`src/rtl/dsp_result_collector.sv`:
```
// dsp_result_collector: tracks valid operand sets through the DSP pipeline, queues P results
// and serializes them least-significant slice first onto a valid/ready stream.
module dsp_result_collector #(
    parameter int P_WIDTH   = 48,
    parameter int OUT_WIDTH = 16,
    parameter int DEPTH     = 4,
    parameter int LATENCY   = 4
) (
    input  logic                     CLK,
    input  logic                     RST,
    input  logic                     CE,
    input  logic                     IN_VALID,
    input  logic [P_WIDTH-1:0]       P_IN,
    input  logic                     CLR_OVF,
    output logic [OUT_WIDTH-1:0]     OUT_DATA,
    output logic                     OUT_VALID,
    input  logic                     OUT_READY,
    output logic                     OUT_LAST,
    output logic                     FIFO_FULL,
    output logic                     FIFO_EMPTY,
    output logic [$clog2(DEPTH):0]   COUNT,
    output logic                     OVERFLOW
);
    localparam int BEATS = P_WIDTH / OUT_WIDTH;
    localparam int BW    = BEATS > 1 ? $clog2(BEATS) : 1;
    localparam int AW    = $clog2(DEPTH);
    localparam int CW    = AW + 1;

    logic [LATENCY-1:0] tag, tag_next;
    logic [P_WIDTH-1:0] mem [DEPTH];
    logic [AW-1:0]      wr_ptr, rd_ptr;
    logic [BW-1:0]      beat;
    logic               wr, pop, accept, last_beat;

    assign FIFO_FULL  = COUNT == CW'(DEPTH);
    assign FIFO_EMPTY = COUNT == '0;
    assign OUT_VALID  = !FIFO_EMPTY;
    assign last_beat  = beat == BW'(BEATS - 1);
    assign OUT_LAST   = OUT_VALID & last_beat;
    assign pop        = OUT_VALID & OUT_READY & last_beat;
    assign wr         = CE & tag[LATENCY-1];
    // a full FIFO still takes the write when the head retires at the same edge
    assign accept     = wr & (!FIFO_FULL | pop);
    assign OUT_DATA   = OUT_VALID ? mem[rd_ptr][beat*OUT_WIDTH +: OUT_WIDTH] : '0;

    always_comb begin
        tag_next    = tag << 1;
        tag_next[0] = IN_VALID;
    end

    always_ff @(posedge CLK)
        if (accept) mem[wr_ptr] <= P_IN;

    always_ff @(posedge CLK or posedge RST)
        if (RST) begin
            tag      <= '0;
            wr_ptr   <= '0;
            rd_ptr   <= '0;
            COUNT    <= '0;
            beat     <= '0;
            OVERFLOW <= 1'b0;
        end else begin
            if (CE) tag <= tag_next;
            if (accept) wr_ptr <= wr_ptr + 1'b1;
            if (pop) rd_ptr <= rd_ptr + 1'b1;
            COUNT <= COUNT + CW'(accept) - CW'(pop);
            if (OUT_VALID & OUT_READY) beat <= last_beat ? '0 : beat + 1'b1;
            OVERFLOW <= (wr & !accept) | (OVERFLOW & !CLR_OVF);
        end
endmodule

```
`config.mk`:
```
export PLATFORM = sky130hd
export DESIGN_NAME = dsp_result_collector
export DESIGN_NICKNAME = d
export VERILOG_FILES = /design/src/rtl/dsp_result_collector.sv
export SDC_FILE = /design/constraint.sdc
export NUM_CORES = 1
export LEC_CHECK = 0
export CORE_ASPECT_RATIO = 0.9
export CORE_MARGIN = 10
export CORE_UTILIZATION = 45
export CTS_BUF_LIST = sky130_fd_sc_hd__clkbuf_2
export CTS_CLUSTER_SIZE = 8
export DETAILED_ROUTE_END_ITERATION = 12
export PLACE_DENSITY_LB_ADDON = 0.3
export SLEW_MARGIN = 20
export SYNTH_ARGS = -nofsm -noshare
export SYNTH_HDL_FRONTEND = slang
export SYNTH_SLANG_ARGS = --single-unit
```
`constraint.sdc`:
```
create_clock -name CLK -period 3.4 [get_ports CLK]
set_input_delay 0.34 -clock CLK [delete_from_list [all_inputs] [get_ports CLK]]
set_output_delay 0.34 -clock CLK [all_outputs]
set_load 0.01 [all_outputs]
```
==> metrics, run 1 <==
die width=between 150 and 200 um; largest net degree at the start of global routing=33; Pre-Repair DR Iteration Count=5; RSZ-0062 raised after global routing=false; Slew @ Worst Pin=about 0.63 ns; DP Worst Slack=roughly 0.53 ns; Async S/R FF share, synth=0.0680; Yosys warning count=0; clk_lat worst skew=0.83 ns; commonest non-fill, non-tap cell in the layout=edfxtp_1; vias in the first global route=4626; total CTS buffers=between 50 and 60; crit end category=output port; FILL cells=~1400; WS Path Type=reg2out; Worst Clk Skew=0.100 ns; Final Hold Viols=0; Buffers on Ports=a little under 80; CTS max path bufs=3; routed len/inst=about 21 um; clock slew seen by the registers of the worst setup and hold paths=~0.12 ns; initial antenna violation count=1; commonest non-fill, non-tap cells in the layout=192 x edfxtp_1, 81 x clkbuf_2, 73 x clkdlybuf4s50_1; DRT iter0 DRCs=roughly 250; crit start category=flop; io pins=around 80; final instance area=slightly below 10000 um^2; Synth Instances=361; share of cells above drive strength 1=0.325; Final Max Slew Viols=0; Vias=between 4000 and 5000; RD Place Congestion=0.699; GR Overflow Total=0; Crit Path Max Fanout=8; count of distinct cell types in the synthesized netlist=36; Synth Cell Area=7980 um^2; Starting Density=0.456; core area=between 15000 and 20000 um^2; final worst path period share=0.958; CTS Root Buffer Type=clkbuf_2; Synth area leaders=edfxtp_1 72%, mux4_2 13%, dfrtp_1 4.4%; post-route setup TNS=0 ns; Lkg Pwr=between 3 and 4 nW; MaxCap Viol Count=0; Area Growth Syn to Fin=22.3%; worst setup margin=approximately 0.14 ns; final std cells w/o fill=about 780; placed insts=slightly below 700; row cnt=46; H-tree depth=2; total track usage=0.142; Post-DP Area=9080 um^2; Mapped Nets=421; detailed-route vias per instance=5.27; status=finished, final reports clean; minimum clock period=3.26 ns; Detail Placement HPWL=around 9.7 mm; Max VDD drop=0.000319 V; worst relative slew slack=0.580; DRC=0; CP Data Arrival Time=about 3 ns; Detail Route Antenna Nets=0; die area=roughly 23000 um^2; Fin Hold WS=about 0.14 ns; sequential share of the synthesized area=0.766; Post-synth EDFFs=approximately 190; Yosys top cell area share=0.722; PD cells=793 nW/um^2; Primary FF master, synth=edfxtp_1; cell taking the most area after synthesis=edfxtp_1; first-pass GRT wire length=about 26 mm; Avg Inst Size Synth=between 20 and 25 um^2; Synth Register Bits=~200; Total Wirelength=about 17 mm; Critical Path RT=just over 3 ns; CTS tree=built; f_max=around 310 MHz; die height=approximately 150 um; setup violators final=0; min-delay worst type=in2reg; clk sink count=206; Final #Nets=562
registers in the layout, summed over array words and instances (netlist names):
| signal | count |
|---|---|
| mem | 192 |
| tag | 4 |
| COUNT | 3 |
| beat | 2 |
| rd_ptr | 2 |
| wr_ptr | 2 |
| OVERFLOW | 1 |
synth_stat cells, drive strengths merged, types with 2 or more instances:
| cell | instances |
|---|---|
| clkbuf | 6 |
| nand2 | 2 |
| o21ai | 5 |
| nor2b | 4 |
| and3 | 10 |
| inv | 7 |
| nand3 | 6 |
| mux2i | 7 |
| o31ai | 2 |
| xnor2 | 4 |
| nor2 | 2 |
| edfxtp | 192 |
| dfrtp | 14 |
| ha | 5 |
| nor3 | 2 |
| a221o | 10 |
| and2 | 6 |
| nor3b | 2 |
| buf | 11 |
| mux4 | 47 |
| mux2 | 7 |
stage by stage:
step	util	power, mW
floorplan	-	4.90
CTS	0.553	7.76
global placement	0.519	5.86
finish	0.558	7.74
detailed placement	0.519	5.92
global route	0.558	8.21
critical path, cell delays in order (launching register included):
cell and delay [ns]:
dfrtp_4 0.46, buf_4 0.16, buf_12 0.17, mux4_2 0.51, a221o_1 0.37, clkdlybuf4s50_1 0.49
layer usage:
metal,track usage,part of all wire,wire (um),vias to the layer above
met3,0.0393,0.078,1300,24
met2,0.229,0.49,8070,159
met5,0,0,0,-
met4,0.0642,0.021,340,0
met1,0.176,0.41,6850,2101
li1,-,-,-,1824
cell families (layout without fill, tap and decap cells):
kind of cell,after synthesis,in the layout,synth area share
flops,206,206,0.766
mux,61,61,0.151
simple gates,38,38,0.0290
buf+inv,24,201,0.0168
compound gates,21,21,0.0210
fa+ha+maj,6,6,0.0103
xor+xnor,5,5,0.00549
other cells,0,1,0
path summary, 6_finish.rpt:
kind / start / end / slack (ns) / cells after the start
setup reg to reg: beat[1] / COUNT[2] / 0.82 / 9
min in group asynchronous: RST / COUNT[2] / 0.47 / 3
hold / removal: P_IN[44] / mem[0][44] / 0.14 / 1
max in group asynchronous: RST / rd_ptr[0] / 2.51 / 3
hold reg to reg: tag[0] / tag[0] / 0.51 / 1
setup / recovery: rd_ptr[0] / OUT_DATA[8] / 0.14 / 5
layout make-up:
class                   instances  area (um^2)  share of cell area
flip-flops and latches        206         6120               0.627
multi-input cells             131         1760               0.180
inverters                       7         26.3             0.00269
diodes                          1         2.50            0.000256
clock inverters                 8         66.3             0.00679
repair buffers                105         1090               0.111
well taps                     240          300              0.0308
clock buffers                  81          405              0.0415
where the power goes:
group / switching, mW / internal (mW) / leakage (nW) / total (mW)
sequential: 0.125 / 3.12 / 1.91 / 3.25
combinational: 1.33 / 1.52 / 1.15 / 2.85
clock: 0.937 / 0.702 / 0.367 / 1.64
repair_timing:
item	in CTS	in global routing
pin swaps	2	0
hold buffers	1	0
hold endpoints to repair	14	0
setup buffers	9	1
gates cloned	0	2
setup endpoints to repair	16	16
gates resized for setup	3	8
(Power assumes the default switching activity.)
==> run 2, diff against run 1 <==
--- a/config.mk
+++ b/config.mk
@@ -12,6 +12,7 @@
 export CTS_CLUSTER_SIZE = 8
 export DETAILED_ROUTE_END_ITERATION = 12
 export PLACE_DENSITY_LB_ADDON = 0.3
+export REMOVE_ABC_BUFFERS = 1
 export SLEW_MARGIN = 20
 export SYNTH_ARGS = -nofsm -noshare
 export SYNTH_HDL_FRONTEND = slang
==> metrics, run 2 (same netlist as run 1, synthesis figures left out) <==
status=finished, final reports clean; worst hold start=P_IN[44]; clock slew seen by the registers of the worst setup and hold paths=around 0.1 ns; routed len/inst=approximately 21 um; Critical Path RT=3.06 ns; Area Growth Syn to Fin=22.2%; share of cells above drive strength 1=0.321; RD Place Congestion=approximately 0.68; H-tree depth=2; Worst R2R Start=beat[1]; Total Wirelength=roughly 16 mm; total CTS buffers=just over 50; CTS tree=built; die area=between 20000 and 25000 um^2; CTS max path bufs=3; Crit Reg-Reg Endpoint=COUNT[2]; MaxCap Viol Count=0; first-pass GRT wire length=approximately 25 mm; cells on worst reg2reg path=8; Vias=4057; Pre-Repair DR Iteration Count=4; Final Max Slew Viols=0; row cnt=46; reg2reg setup slack=0.87 ns; Largest Register=mem; worst relative slew slack=0.569; Final Hold Viols=0; Lkg Pwr=3.39 nW; Worst Clk Skew=about 0.067 ns; PD cells=slightly below 800 nW/um^2; Slew @ Worst Pin=about 0.64 ns; critical path's largest stage delay=0.64 ns; Detail Placement HPWL=approximately 10 mm; detailed-route vias per instance=5.23; GR Overflow Total=0; commonest non-fill, non-tap cells in the layout=192 x edfxtp_1, 79 x clkbuf_2, 74 x clkdlybuf4s50_1; largest registers=mem x192, tag x4, COUNT x3; Hold Path Stages=1; # diodes=0; final instance area=between 9000 and 10000 um^2; io pins=slightly below 80; Post-DP Area=around 9000 um^2; Crit Path Max Fanout=15; max FFs per register=192; DRC=0; crit start category=flop; die width=around 160 um; CTS Root Buffer Type=clkbuf_2; Top delay family on crit path=buffers and inverters; initial antenna violation count=0; crit end category=output port; clk_lat worst skew=between 0.7 and 0.8 ns; Buffers on Ports=slightly below 80; largest net degree at the start of global routing=26; RSZ-0062 raised after global routing=true; die height=around 150 um; CP Data Arrival Time=about 2.9 ns; setup violators final=0; WP depth=5; minimum clock period=3.26 ns; min-delay worst type=in2reg; FILL cells=~1400; crit-path cells=nor2b_1 > buf_4 > and3_1 > a221o_1 > clkdlybuf4s50_1; vias in the first global route=between 4000 and 5000; DRT iter0 DRCs=210; Worst Hold Path EP=mem[3][44]; final worst path period share=0.959; f_max=roughly 310 MHz; worst path buffer plus inverter count=2; clk sink count=a little over 200; Starting Density=0.456; slowest cell on the critical path=dfrtp_2; core area=between 15000 and 20000 um^2; Final #Nets=approximately 560; commonest non-fill, non-tap cell in the layout=edfxtp_1; WS Path Type=reg2out; total track usage=0.137; Fin Hold WS=0.217 ns; Max VDD drop=0.000369 V; Detail Route Antenna Nets=0
run 2: layer usage:
layer	up-vias	share of wire	global-route usage
met3	25	0.064	0.0424
li1	1820	-	-
met4	0	0.013	0.0454
met5	-	0	0
met2	129	0.49	0.221
met1	2083	0.43	0.174
run 2: report_power, final:
group,internal (mW),switching [mW],total [mW]
clock,0.684,0.913,1.60
combinational,1.48,1.21,2.69
sequential,3.13,0.207,3.33
run 2: through the flow:
stage | total power [mW] | setup slack (ns) | setup TNS [ns] | utilization | instances
finish | 7.62 | 0.140 | 0 | 0.557 | 775
global route | 8.08 | -0.00459 | -0.00459 | 0.557 | 775
CTS | 7.63 | 0.0217 | 0 | 0.552 | 769
detailed placement | 5.94 | 0.578 | 0 | 0.522 | 676
global placement | 5.89 | 0.599 | 0 | 0.522 | 676
floorplan | 4.82 | -0.0546 | -0.546 | - | 344
run 2: cell type report:
cell class,count,area (um^2),area share
sequential,206,6120,0.628
clock inverter,8,62.6,0.00641
clock buffer,79,395,0.0405
inverter,7,26.3,0.00269
timing repair buffer,104,1090,0.112
multi-input combinational,131,1750,0.179
tap,240,300,0.0308
run 2: worst max path at each step:
| stage | startpoint | to | slack (ns) |
|---|---|---|---|
| floorplan | rd_ptr[0] | OUT_DATA[10] | -0.05 |
| global placement | rd_ptr[0] | OUT_DATA[10] | 0.60 |
| detailed placement | beat[1] | OUT_DATA[5] | 0.58 |
| CTS | rd_ptr[0] | OUT_DATA[5] | 0.02 |
| global route | beat[1] | OUT_DATA[9] | -0.005 |
| finish | beat[1] | OUT_DATA[9] | 0.14 |
run 2: worst reg2reg max path, stage by stage (launching register included):
cell and delay (ns):
dfrtp_2 0.64, nand3b_1 0.19, a21oi_1 0.46, mux2_2 0.26, ha_1 0.13, inv_1 0.05
fa_1 0.39, xnor2_1 0.22, xnor2_1 0.13
run 2: repair_timing:
item	4_1_cts	5_1_grt
gates cloned	0	1
hold endpoints to repair	14	0
resized for setup	6	6
setup buffers	5	5
hold buffers	1	0
pin swaps	0	1
setup endpoints to repair	15	9
